===== src/rtl/alu_execute_stage.sv =====
// alu_execute_stage: one-cycle execute stage for a small ARM-like core.
// Decodes the ALU control code, performs the ALU operation, computes the
// fall-through and branch target addresses, picks the next PC, and
// registers everything behind a valid qualifier.
module alu_execute_stage #(
    parameter int WIDTH = 64
) (
    input  logic             clk,
    input  logic             reset_n,
    input  logic             in_valid,
    input  logic [1:0]       alu_op,
    input  logic [10:0]      opcode,
    input  logic [WIDTH-1:0] operand_a,
    input  logic [WIDTH-1:0] operand_b,
    input  logic [WIDTH-1:0] pc,
    input  logic [WIDTH-1:0] branch_offset,
    input  logic             branch,
    output logic             out_valid,
    output logic [3:0]       alu_ctl,
    output logic [WIDTH-1:0] result,
    output logic             zero,
    output logic [WIDTH-1:0] pc_plus4,
    output logic [WIDTH-1:0] branch_target,
    output logic [WIDTH-1:0] next_pc
);

    localparam logic [10:0] OPC_ADD = 11'b10001011000;
    localparam logic [10:0] OPC_SUB = 11'b11001011000;
    localparam logic [10:0] OPC_AND = 11'b10001010000;
    localparam logic [10:0] OPC_ORR = 11'b10101010000;

    localparam logic [3:0] CTL_AND  = 4'b0000;
    localparam logic [3:0] CTL_ORR  = 4'b0001;
    localparam logic [3:0] CTL_ADD  = 4'b0010;
    localparam logic [3:0] CTL_SUB  = 4'b0110;
    localparam logic [3:0] CTL_PASS = 4'b0111;
    localparam logic [3:0] CTL_NOR  = 4'b1100;

    logic [3:0]       ctl_comb;
    logic [WIDTH-1:0] result_comb;
    logic             zero_comb;
    logic [WIDTH-1:0] pc_plus4_comb;
    logic [WIDTH-1:0] target_comb;
    logic [WIDTH-1:0] next_pc_comb;

    // Translate the control unit's operation class plus opcode into an ALU code;
    // unrecognised R-type opcodes and class 11 fall back to ADD.
    always_comb begin
        ctl_comb = CTL_ADD;
        case (alu_op)
            2'b00: ctl_comb = CTL_ADD;
            2'b01: ctl_comb = CTL_PASS;
            2'b10: begin
                case (opcode)
                    OPC_ADD: ctl_comb = CTL_ADD;
                    OPC_SUB: ctl_comb = CTL_SUB;
                    OPC_AND: ctl_comb = CTL_AND;
                    OPC_ORR: ctl_comb = CTL_ORR;
                    default: ctl_comb = CTL_ADD;
                endcase
            end
            default: ctl_comb = CTL_ADD;
        endcase
    end

    // ALU proper, wrapping arithmetic; codes without an operation give zero.
    always_comb begin
        result_comb = '0;
        case (ctl_comb)
            CTL_AND:  result_comb = operand_a & operand_b;
            CTL_ORR:  result_comb = operand_a | operand_b;
            CTL_ADD:  result_comb = operand_a + operand_b;
            CTL_SUB:  result_comb = operand_a - operand_b;
            CTL_PASS: result_comb = operand_b;
            CTL_NOR:  result_comb = ~(operand_a | operand_b);
            default:  result_comb = '0;
        endcase
    end

    // Address arithmetic and next-PC choice, all from this cycle's values.
    always_comb begin
        zero_comb     = (result_comb == '0);
        pc_plus4_comb = pc + WIDTH'(4);
        target_comb   = pc + (branch_offset << 2);
        next_pc_comb  = (branch && zero_comb) ? target_comb : pc_plus4_comb;
    end

    // Pipeline register: valid always follows the input, data only loads on valid.
    always_ff @(posedge clk or negedge reset_n) begin
        if (!reset_n) begin
            out_valid     <= 1'b0;
            alu_ctl       <= '0;
            result        <= '0;
            zero          <= 1'b0;
            pc_plus4      <= '0;
            branch_target <= '0;
            next_pc       <= '0;
        end else begin
            out_valid <= in_valid;
            if (in_valid) begin
                alu_ctl       <= ctl_comb;
                result        <= result_comb;
                zero          <= zero_comb;
                pc_plus4      <= pc_plus4_comb;
                branch_target <= target_comb;
                next_pc       <= next_pc_comb;
            end
        end
    end

endmodule


===== config.mk =====
export PLATFORM = sky130hd
export DESIGN_NAME = alu_execute_stage
export DESIGN_NICKNAME = d
export VERILOG_FILES = /design/src/rtl/alu_execute_stage.sv
export SDC_FILE = /design/constraint.sdc
export NUM_CORES = 1
export LEC_CHECK = 0
export BUFFER_PORTS_ARGS = -buffer_cell sky130_fd_sc_hd__buf_2
export CAP_MARGIN = 15
export CORE_UTILIZATION = 24
export CTS_BUF_LIST = sky130_fd_sc_hd__clkbuf_8
export CTS_CLUSTER_SIZE = 16
export DETAILED_ROUTE_END_ITERATION = 10
export PLACE_DENSITY = 0.45
export RECOVER_POWER = 100
export SYNTH_ARGS = -nofsm -noshare
export SYNTH_HDL_FRONTEND = slang
export SYNTH_SLANG_ARGS = --single-unit

===== constraint.sdc =====
create_clock -name clk -period 1.3 [get_ports clk]
set_input_delay 0.13 -clock clk [delete_from_list [all_inputs] [get_ports clk]]
set_output_delay 0.13 -clock clk [all_outputs]
set_load 0.005 [all_outputs]

After elaboration in Yosys (flattened, before gate mapping)
Cells that the tools add are included.
W data, S select, Z words.

word-level totals
  bits in writable memories = 0
  output and inout port bits = 262
  memories kept = 0
  bits of input ports = 273
  word-level logic and storage cells = 31
  flip-flop bits (word level) = 262
  bits in latches = 0
  ROM bits = 0

operators by class
  multiplexer cells = 4
  equal/unequal tests = 10
  div/mod/pow operators = 0
  shift-type cells = 0
  magnitude comparators = 0
  bitwise logic cells = 3
  reduce and logical (&&, ||, !) cells = 3
  $mul = 0
  $add $sub $neg = 4

operators by type and width
  cell                     count
  $pmux W64 S6             1
  $add A64 B64 Y64         2
  $add A64 B3 Y64 const B  1
  $and A64 B64 Y64         1
  $logic_not A64 Y1        1
  $mux W64                 1
  $not A64 Y64             1
  $or A64 B64 Y64          1
  $sub A64 B64 Y64         1
  $eq A11 B11 Y1 const B   3
  $pmux W3 S3              1
  $eq A4 B3 Y1 const B     2
  $pmux W4 S2              1
  $eq A4 B1 Y1 const B     1
  $eq A4 B2 Y1 const B     1
  $eq A4 B4 Y1 const B     1
  $logic_not A4 Y1         1
  $eq A2 B1 Y1 const B     1
  $eq A2 B2 Y1 const B     1
  $logic_and A1 B1 Y1      1

Logic depth before layout (Yosys ltp)
Gate-level depths: netlist of run 1.

  depth after elaboration = 8
  depth in mapped cells = 29

Worst setup path before layout of run 1
OpenSTA, ideal clock, no wires.

  path kind = in2reg
  start = in operand_b[2]
  end = reg next_pc[33]
  library setup time = 0.126 ns
  path slack = -5.028 ns
  path buffers = 4
  stages on the path = 28
  arrival = 6.202 ns
  cells stage by stage = clkbuf_1 -> nor4_1 -> nand3_1 -> nand3b_1 -> or2_2 -> nor3_1 -> nor3b_1 -> and2_1 -> nor2b_1 -> nand3_1 -> o21ai_0 -> xor2_1 -> ha_1 -> clkbuf_1 -> a21o_1 -> a21o_1 -> a221oi_1 -> o21a_1 -> nand3_1 -> a21oi_1 -> mux2i_1 -> a311o_1 -> nor4_1 -> and4b_1 -> clkbuf_1 -> clkbuf_1 -> a21oi_1 -> a221o_1

on the way
  cells in the longest elaborated chain, start to end = 6

RTL lines
  element                                                   line  source
  start, declared                                           14    input logic [WIDTH-1:0] operand_b,
  branches (longest 2 deep; another with $sub A64 B64 Y64)  -
  $pmux W64 S6 (*)                                          69    case (ctl_comb)
  $logic_not A64 Y1 (*)                                     82    zero_comb = (result_comb == '0);
  $logic_and A1 B1 Y1 (*)                                   85    next_pc_comb = (branch && zero_comb) ? target_comb : pc_plus4_comb;
  $mux W64 (*)                                              85
  end signal, assigned                                      106   next_pc <= next_pc_comb;
  end, declared                                             24    output logic [WIDTH-1:0] next_pc

Every way passes the cells marked *.
A chain may end at the register's enable or synchronous reset.

Worst setup path after layout of run 1
  start = in operand_b[14]
  end = reg next_pc[40]

The elaborated chain is that of the path after synthesis.

==> results.md, run 1 <==
- Status: finished, violations left
- Failing checks: negative setup slack
- Hold path endpoint: result[37]
- Cell leakage power: 19.8 nW
- H-tree depth: 2
- Via count of the routed design: 29,029
- Most frequent cells in the layout: buf_4, buf_2, dfrtp_1
- Clock tree buffer depth: 3
- Peak fanout along the critical path: 5
- Maximum clock rate: 183 MHz
- NumNets Final: 4,939
- Final number of setup-violating endpoints: 587
- Worst reg2reg endpoint: next_pc[37]
- CTS Hold Bufs: 48
- Slew HR: 0.281
- Synth Cell Area: 22,500 um2
- Maximum vdd drop: 0.704 mV
- Cts bufs inserted: 51
- Placed cell area: 36,300 um2
- Post-route minimum period: 5480 ps
- Pre-antenna DRT Iters: 6
- Area leader, netlist: dfrtp_1
- Cells after Synth: 2,854
- Avg Cell Area, Syn: 7.87 um2
- First-pass GRT wire length: 179 mm
- RePlAce Congestion: 0.948
- Drt initial violations: 1,676
- Gr usage total: 0.251
- Top cells by area, synth: dfrtp_1, ha_1, a21oi_1
- RSZ-0062 raised after global routing: true
- Worst hold stages: 5
- Syn nets: 3,259
- Worst r2r src: next_pc[37]
- PD cells: 880 nW/um2
- Die ar.: 94,800 um2
- DR vias/cell: 4.99
- Clk root buf: clkbuf_8
- Most common cell after layout, fill and taps aside: buf_4
- Hold WS: 11.3 ps
- Top cell type's share of synthesized area: 0.286
- Total grt overflow: 0
- Final hold vios: 0
- Chip width: 308 um
- Pre-CTS WS: -5090 ps
- Largest net degree at the start of global routing: 63
- Final ANT Viol Nets: 0
- Warnings, synthesis: 0
- Core ar.: 92,200 um2
- TritonCTS Sinks: 257
- Sequential element share of the synthesized area: 0.286
- Clk Latency, worst-skew pair: 660 ps
- Slowest-stage cell, CP: or4_4
- Worst Reg-to-Reg Cells: 2
- Drt wl/cell: 21.8 um
- Crit path from: operand_b[14]
- EDFF count, synth: 0
- Initial antenna violation count: 18
- Setup slack, reg-to-reg: 310 ps
- Final period util: 4.21
- Crit path DAT: 6020 ps
- Hold path start: operand_a[37]
- Yosys cell types: 93
- Least-Margin Pin Slew: 1070 ps
- Setup crit start kind: primary input
- PortBufs: 531
- Die Y: 308 um
- Vias in the first global route: 27,997
- Synth async-reset ratio: 1.00
- Type of the worst setup path: in2reg
- Rows: 111
- Total wire length: 127 mm
- Initial Util: 0.244
- Setup WS post-layout: -4180 ps
- CP max stage delay: 610 ps
- Synth Flop Type: dfrtp_1
- Worst setup EP type: flop
- CP required: 1840 ps
- Worst min path class: in2reg
- Final Cell Area: 42,900 um2
- Final cell count without fillers: 5,822
- Area Overhead vs Synth: 91.0%
- Synthesized flop and latch total: 257
- Max-capacitance violation count: 0
- Inst Count DP: 5,564
- Ports: 535
- Share of cells above drive strength 1: 0.557
- CTS tree: done
- Max Slew Vio Count: 0
- Drt drc: 0
- Clock skew after layout: 0 ps
- Fillers: 9,257
- Clock Pin Slew Worst Setup and Hold Paths: 60 ps
- Dpl hpwl: 102 mm
-- where the power goes --
group	internal [mW]	switching, mW
sequential	9.16	0.796
combinational	9.36	9.37
clock	4.96	4.11
-- Yosys cell counts, drive strengths merged, types with 19 or more instances --
cell and instances:
a211oi 28, a21o 98, a21oi 308, a221o 43, and3 35, buf 32, clkbuf 136, dfrtp 257
ha 130, inv 105, mux2 24, nand2 257, nand2b 19, nand3 54, nand4 75, nor2 299
nor3 98, nor4 27, o211ai 44, o21a 29, o21ai 188, o21bai 20, o31ai 23, or3 36
xnor2 109, xor2 91
-- cells by family after synthesis --
logic type	count (synthesis)	synth area share
adder cells (fa/ha/maj)	140	0.0777
multiplexers	32	0.0156
flip-flops	257	0.286
AND/OR/NAND/NOR	1002	0.216
buffers and inverters	274	0.0502
XOR/XNOR	200	0.0780
other	1	0.000167
AO/OA/AOI/OAI	948	0.276
-- worst max-delay path: cells and delay by family --
kind | cells | cell delay (ps)
compound gates | 7 | 1300
xor+xnor | 1 | 130
fa+ha+maj | 1 | 370
buf+inv | 5 | 660
simple gates | 11 | 3420
-- area by class of cell --
cell class,count,area [um2],area share
multi-input cells,2323,19700,0.460
repair buffers,1795,13700,0.319
flip-flops and latches,257,6430,0.150
well taps,1243,1560,0.0362
clock buffers,63,867,0.0202
inverters,106,423,0.00986
clock inverters,26,200,0.00467
diodes,9,22.5,0.000525
-- worst max path at each step --
| stage | endpoint | slack [ps] | cells past startpoint |
|---|---|---|---|
| 2_1_floorplan | next_pc[3] | -4240 | 19 |
| 3_3_place_gp | next_pc[40] | -5050 | 25 |
| 3_5_place_dp | next_pc[40] | -5090 | 24 |
| 4_1_cts | next_pc[46] | -4040 | 24 |
| 5_1_grt | next_pc[23] | -4330 | 25 |
| 6_report | next_pc[40] | -4180 | 25 |
-- flip-flops by register name, indices dropped and copies added (netlist names) --
signal and cells:
alu_ctl 3, out_valid 1, result 64, zero 1
pc_plus4 64, branch_target 62, next_pc 62
-- metal layers --
metal  wire length (um)  vias up  share of wire  GRT usage
met1              57900    14101           0.46      0.341
met4               3930        8          0.031     0.0706
met2              58400      812           0.46      0.407
li1                   -    13913              -          -
met3               6880      195          0.054     0.0412
met5                 42        -        0.00033          0
-- stage by stage --
step	TNS, ps	util	power, mW
5_1_grt	-544560	0.465	39.7
3_5_place_dp	-674620	0.393	25.8
6_report	-500510	0.465	37.8
3_3_place_gp	-670460	0.393	25.8
2_1_floorplan	-484000	-	16.5
4_1_cts	-495080	0.422	35.8
-- timing repair --
item / in CTS / in global routing
pin swaps: 42 / 324
hold endpoints to repair: 364 / 1
gates cloned: 3 / 6
setup buffers: 28 / 119
setup endpoints to repair: 484 / 509
resized for setup: 192 / 722
No activity file was read; power rests on OpenSTA's default activity.
==> inputs of run 2 (changes only) <==
--- a/config.mk
+++ b/config.mk
@@ -7,11 +7,12 @@
 export LEC_CHECK = 0
 export BUFFER_PORTS_ARGS = -buffer_cell sky130_fd_sc_hd__buf_2
 export CAP_MARGIN = 15
-export CORE_UTILIZATION = 24
+export CORE_AREA = 2 2 208 210
 export CTS_BUF_LIST = sky130_fd_sc_hd__clkbuf_8
 export CTS_CLUSTER_SIZE = 16
 export DETAILED_ROUTE_END_ITERATION = 10
-export PLACE_DENSITY = 0.45
+export DIE_AREA = 0 0 210 212
+export PLACE_DENSITY = 0.82
 export RECOVER_POWER = 100
 export SYNTH_ARGS = -nofsm -noshare
 export SYNTH_HDL_FRONTEND = slang
==> run 2 against run 1 <==
- the flow now stops in 5_1_grt
- synthesized cell count is the same
- synthesized area is the same
==> results.md, run 2 <==
- Gr usage total: 0.804
- Run Error: [ERROR GRT-0232] Routing congestion too high. Check the congestion heatmap in the GUI.
- Worst_ep kind: sequential cell input
- Chip width: 210 um (was 308 um)
- Area leader, netlist: dfrtp_1 (unchanged)
- Largest net degree at the start of global routing: 69
- Synth Cell Area: 22,500 um2 (unchanged)
- Synth Flop Type: dfrtp_1 (unchanged)
- Synth cell count leaders: a21oi_1, nor2_1, dfrtp_1 (unchanged)
- Warnings, synthesis: 0 (unchanged)
- Clock tree buffer depth: 3 (unchanged)
- Yosys cell types: 93 (unchanged)
- Avg Cell Area, Syn: 7.87 um2 (unchanged)
- PortBufs: 531 (unchanged)
- Ports: 535 (unchanged)
- Top cell type's share of synthesized area: 0.286 (unchanged)
- Placed cell area: 34,600 um2 (was 36,300 um2)
- Initial Util: 0.529 (was 0.244)
- Worst endpoint from the post-global-route timing repair: next_pc[45]$_DFFE_PN0P_/D
- Clk root buf: clkbuf_8 (unchanged)
- Top cells by area, synth: dfrtp_1, ha_1, a21oi_1 (unchanged)
- H-tree depth: 2 (unchanged)
- Die Y: 212 um (was 308 um)
- Synth async-reset ratio: 1.00 (unchanged)
- Pre-CTS WS: -5070 ps (was -5090 ps)
- Total grt overflow: 250
- Cells after Synth: 2,854 (unchanged)
- TritonCTS Sinks: 257 (unchanged)
- Count leader, synth: a21oi_1 (unchanged)
- Rows: 76 (was 111)
- Syn nets: 3,259 (unchanged)
- Cts bufs inserted: 45 (was 51)
- RePlAce Congestion: 1.13 (was 0.948)
- Dpl hpwl: 90.9 mm (was 102 mm)
- Fail Step: 5_1_grt
- EDFF count, synth: 0 (unchanged)
- Status: stopped before the end (was finished, violations left)
- Sequential element share of the synthesized area: 0.286 (unchanged)
- Synthesized flop and latch total: 257 (unchanged)
run 2: cell families after synthesis:
group,synth area share
fa+ha+maj,0.0777
mux,0.0156
other cells,0.000167
xor+xnor,0.0780
compound gates,0.276
buf+inv,0.0502
flops,0.286
simple gates,0.216
run 2: metal layers:
layer / global-route usage / GRT overflow
met1: 0.794 / 4
met2: 0.971 / 130
met3: 0.663 / 4
met4: 0.840 / 112
met5: 0.214 / 0
run 2: what timing repair did:
action / CTS
pin swaps: 108
setup endpoints to repair: 416
hold endpoints to repair: 283
resized for setup: 275
buffers inserted: 55
gates cloned: 1
hold buffers: 11
run 2: per-stage QoR:
step                      setup TNS, ps  std cells
after floorplan                 -484000       2854
after CTS                       -483050       4921
after detailed placement        -656260       4777
after global placement          -633900       4777
==> inputs of run 3 (changes only) <==
--- a/config.mk
+++ b/config.mk
@@ -7,12 +7,9 @@
 export LEC_CHECK = 0
 export BUFFER_PORTS_ARGS = -buffer_cell sky130_fd_sc_hd__buf_2
 export CAP_MARGIN = 15
-export CORE_AREA = 2 2 208 210
-export CTS_BUF_LIST = sky130_fd_sc_hd__clkbuf_8
-export CTS_CLUSTER_SIZE = 16
+export CORE_UTILIZATION = 40
 export DETAILED_ROUTE_END_ITERATION = 10
-export DIE_AREA = 0 0 210 212
-export PLACE_DENSITY = 0.82
+export PLACE_DENSITY_LB_ADDON = 0.15
 export RECOVER_POWER = 100
 export SYNTH_ARGS = -nofsm -noshare
 export SYNTH_HDL_FRONTEND = slang
==> run 3 against run 2 <==
- the flow now finishes, with violations (negative setup slack)
==> results.md, run 3 (synthesized netlist as in run 1, its figures left out) <==
- Status: finished, violations left (was stopped before the end)
- Failing checks: negative setup slack
- Final number of setup-violating endpoints: 396
- Biggest regs: pc_plus4 (64), result (64)
- Via count of the routed design: 29,973
- Share of cells above drive strength 1: 0.520
- Slew HR: 0.451
- Die Y: 239 um (was 212 um)
- RSZ-0062 raised after global routing: true
- Die ar.: 57,100 um2
- CP max stage delay: 570 ps
- Initial antenna violation count: 14
- Sw Share: 0.377
- Gr usage total: 0.402
- Register Area: 6430 um2
- Worst setup EP type: flop
- Total grt overflow: 0
- Maximum clock rate: 180 MHz
- First-pass GRT wire length: 177 mm
- Final ANT Viol Nets: 0
- CP required: 1780 ps
- Worst min path class: in2reg
- Area Overhead vs Synth: 77.3%
- PortBufs: 531 (unchanged)
- Post-route minimum period: 5550 ps
- Crit path DAT: 6040 ps
- Total power: 37.1 mW
- Final period util: 4.27
- Rows: 86 (was 76)
- Slowest-stage cell, CP: or4_4
- Ports: 535 (unchanged)
- Initial Util: 0.406 (was 0.529)
- Int Pwr: 23.1 mW
- Clock skew after layout: 0 ps
- Sw power: 14.0 mW
- Pre-antenna DRT Iters: 6
- Final hold vios: 0
- Setup WS post-layout: -4250 ps
- Core ar.: 55,300 um2
- TritonCTS Sinks: 257 (unchanged)
- Area of the multi-input gates: 18,700 um2
- Cts bufs inserted: 31 (was 45)
- CTS tree: done
- Most Frequent Cell on Critical Path: or3_4
- Final core utilization: 0.720
- Inst Count DP: 5,012 (was 4,777)
- CP cell instances: buf_6 > or4_4 > or3_4 > or4_4 > or3_4 > o41ai_4 > xor2_1 > ha_1 > nand4_1 > or4_4 > buf_6 > or3_4 > o21ba_4 > a211oi_4 > nand4_1 > a21oi_2 > or3_4 > nor4_4 > buf_4 > nand4_4 > buf_12 > nor2_4 > buf_6 > o221ai_1
- Type of the worst setup path: in2reg
- Largest net degree at the start of global routing: 75
- Clock Pin Slew Worst Setup and Hold Paths: 60 ps
- H-tree depth: 1 (was 2)
- Least-Margin Pin Slew: 823 ps
- Max Slew Vio Count: 0
- Clock tree buffer depth: 3 (unchanged)
- Fillers: 4,355
- Clk Latency, worst-skew pair: 640 ps
- Clock power share: 0.252
- Maximum vdd drop: 1.21 mV
- Setup crit start kind: primary input
- Final cell count without fillers: 5,205
- DR vias/cell: 5.76
- Dpl hpwl: 95.2 mm (was 90.9 mm)
- Peak fanout along the critical path: 6
- Total wire length: 119 mm
- Clk root buf: clkbuf_16 (was clkbuf_8)
- Chip width: 239 um (was 210 um)
- Pre-CTS WS: -5070 ps (about the same)
- Drt drc: 0
- Drt wl/cell: 22.9 um
- Logic pwr share: 0.481
- Vias in the first global route: 30,067
- RePlAce Congestion: 1.07 (was 1.13)
- Cell leakage power: 18.7 nW
- NumNets Final: 4,824
- Max-capacitance violation count: 0
- Seq pwr share: 0.267
- Drt initial violations: 2,317
- Most common cell after layout, fill and taps aside: buf_4
- PD cells: 931 nW/um2
- Most frequent cells in the layout: buf_4, buf_2, dfrtp_1
-- run 3: cell type report --
class                   instances  share of cell area
repair buffers               1700               0.307
clock inverters                24             0.00663
inverters                     106              0.0104
multi-input cells            2323               0.470
clock buffers                  34              0.0203
well taps                     748              0.0235
diodes                         13            0.000817
flip-flops and latches        257               0.161
-- run 3: critical path: cells and delay by family --
kind                     cells  cell delay, ps
adder cells (fa/ha/maj)      1             370
AO/OA/AOI/OAI                5             730
XOR/XNOR                     1             110
buffers and inverters        5             770
AND/OR/NAND/NOR             12            3900
-- run 3: timing repair --
item / CTS / global route
endpoints found under the setup margin: 333 / 389
endpoints found under the hold margin: 279 / 0
hold buffers: 15 / 0
gates cloned: 0 / 1
pin swaps: 231 / 62
gates resized for setup: 534 / 113
setup buffers: 105 / 19
-- run 3: power groups by stage --
stage               sequential (mW)  combinational, mW  clock [mW]
floorplan                      9.98               6.55           0
global placement               9.92               15.1           0
detailed placement             9.98               15.3           0
CTS                            9.86               17.2        9.45
global route                   10.0               18.9        9.74
finish                         9.91               17.8        9.36
-- run 3: final timing paths --
check | slack, ps | end | cells past startpoint | start
setup / recovery | -4250 | next_pc[3] | 24 | operand_b[20]
hold / removal | 30 | next_pc[14] | 4 | pc[14]
setup reg to reg | 350 | next_pc[37] | 2 | next_pc[37]
hold reg to reg | 470 | pc_plus4[9] | 1 | pc_plus4[9]
max in group asynchronous | -100 | branch_target[13] | 4 | reset_n
min in group asynchronous | 620 | alu_ctl[0] | 3 | reset_n
-- run 3: metrics by stage --
step / cell area [um2] / hold WS, ps / setup TNS [ps]
floorplan: 24300 / -166 / -484000
global route: 39800 / 57.0 / -527040
detailed placement: 35000 / 10.2 / -661260
finish: 39800 / 33.5 / -497650
CTS: 39300 / 7.27 / -488700
global placement: 35000 / 10.1 / -650770
-- run 3: per-layer routing --
metal | wire [um] | share of wire | vias up | global-route usage
met5 | 12 | 0.00010 | - | 0
met4 | 7500 | 0.063 | 2 | 0.212
met3 | 8740 | 0.073 | 353 | 0.0693
met2 | 55800 | 0.47 | 1357 | 0.678
met1 | 47000 | 0.39 | 14572 | 0.487
li1 | - | - | 13689 | -
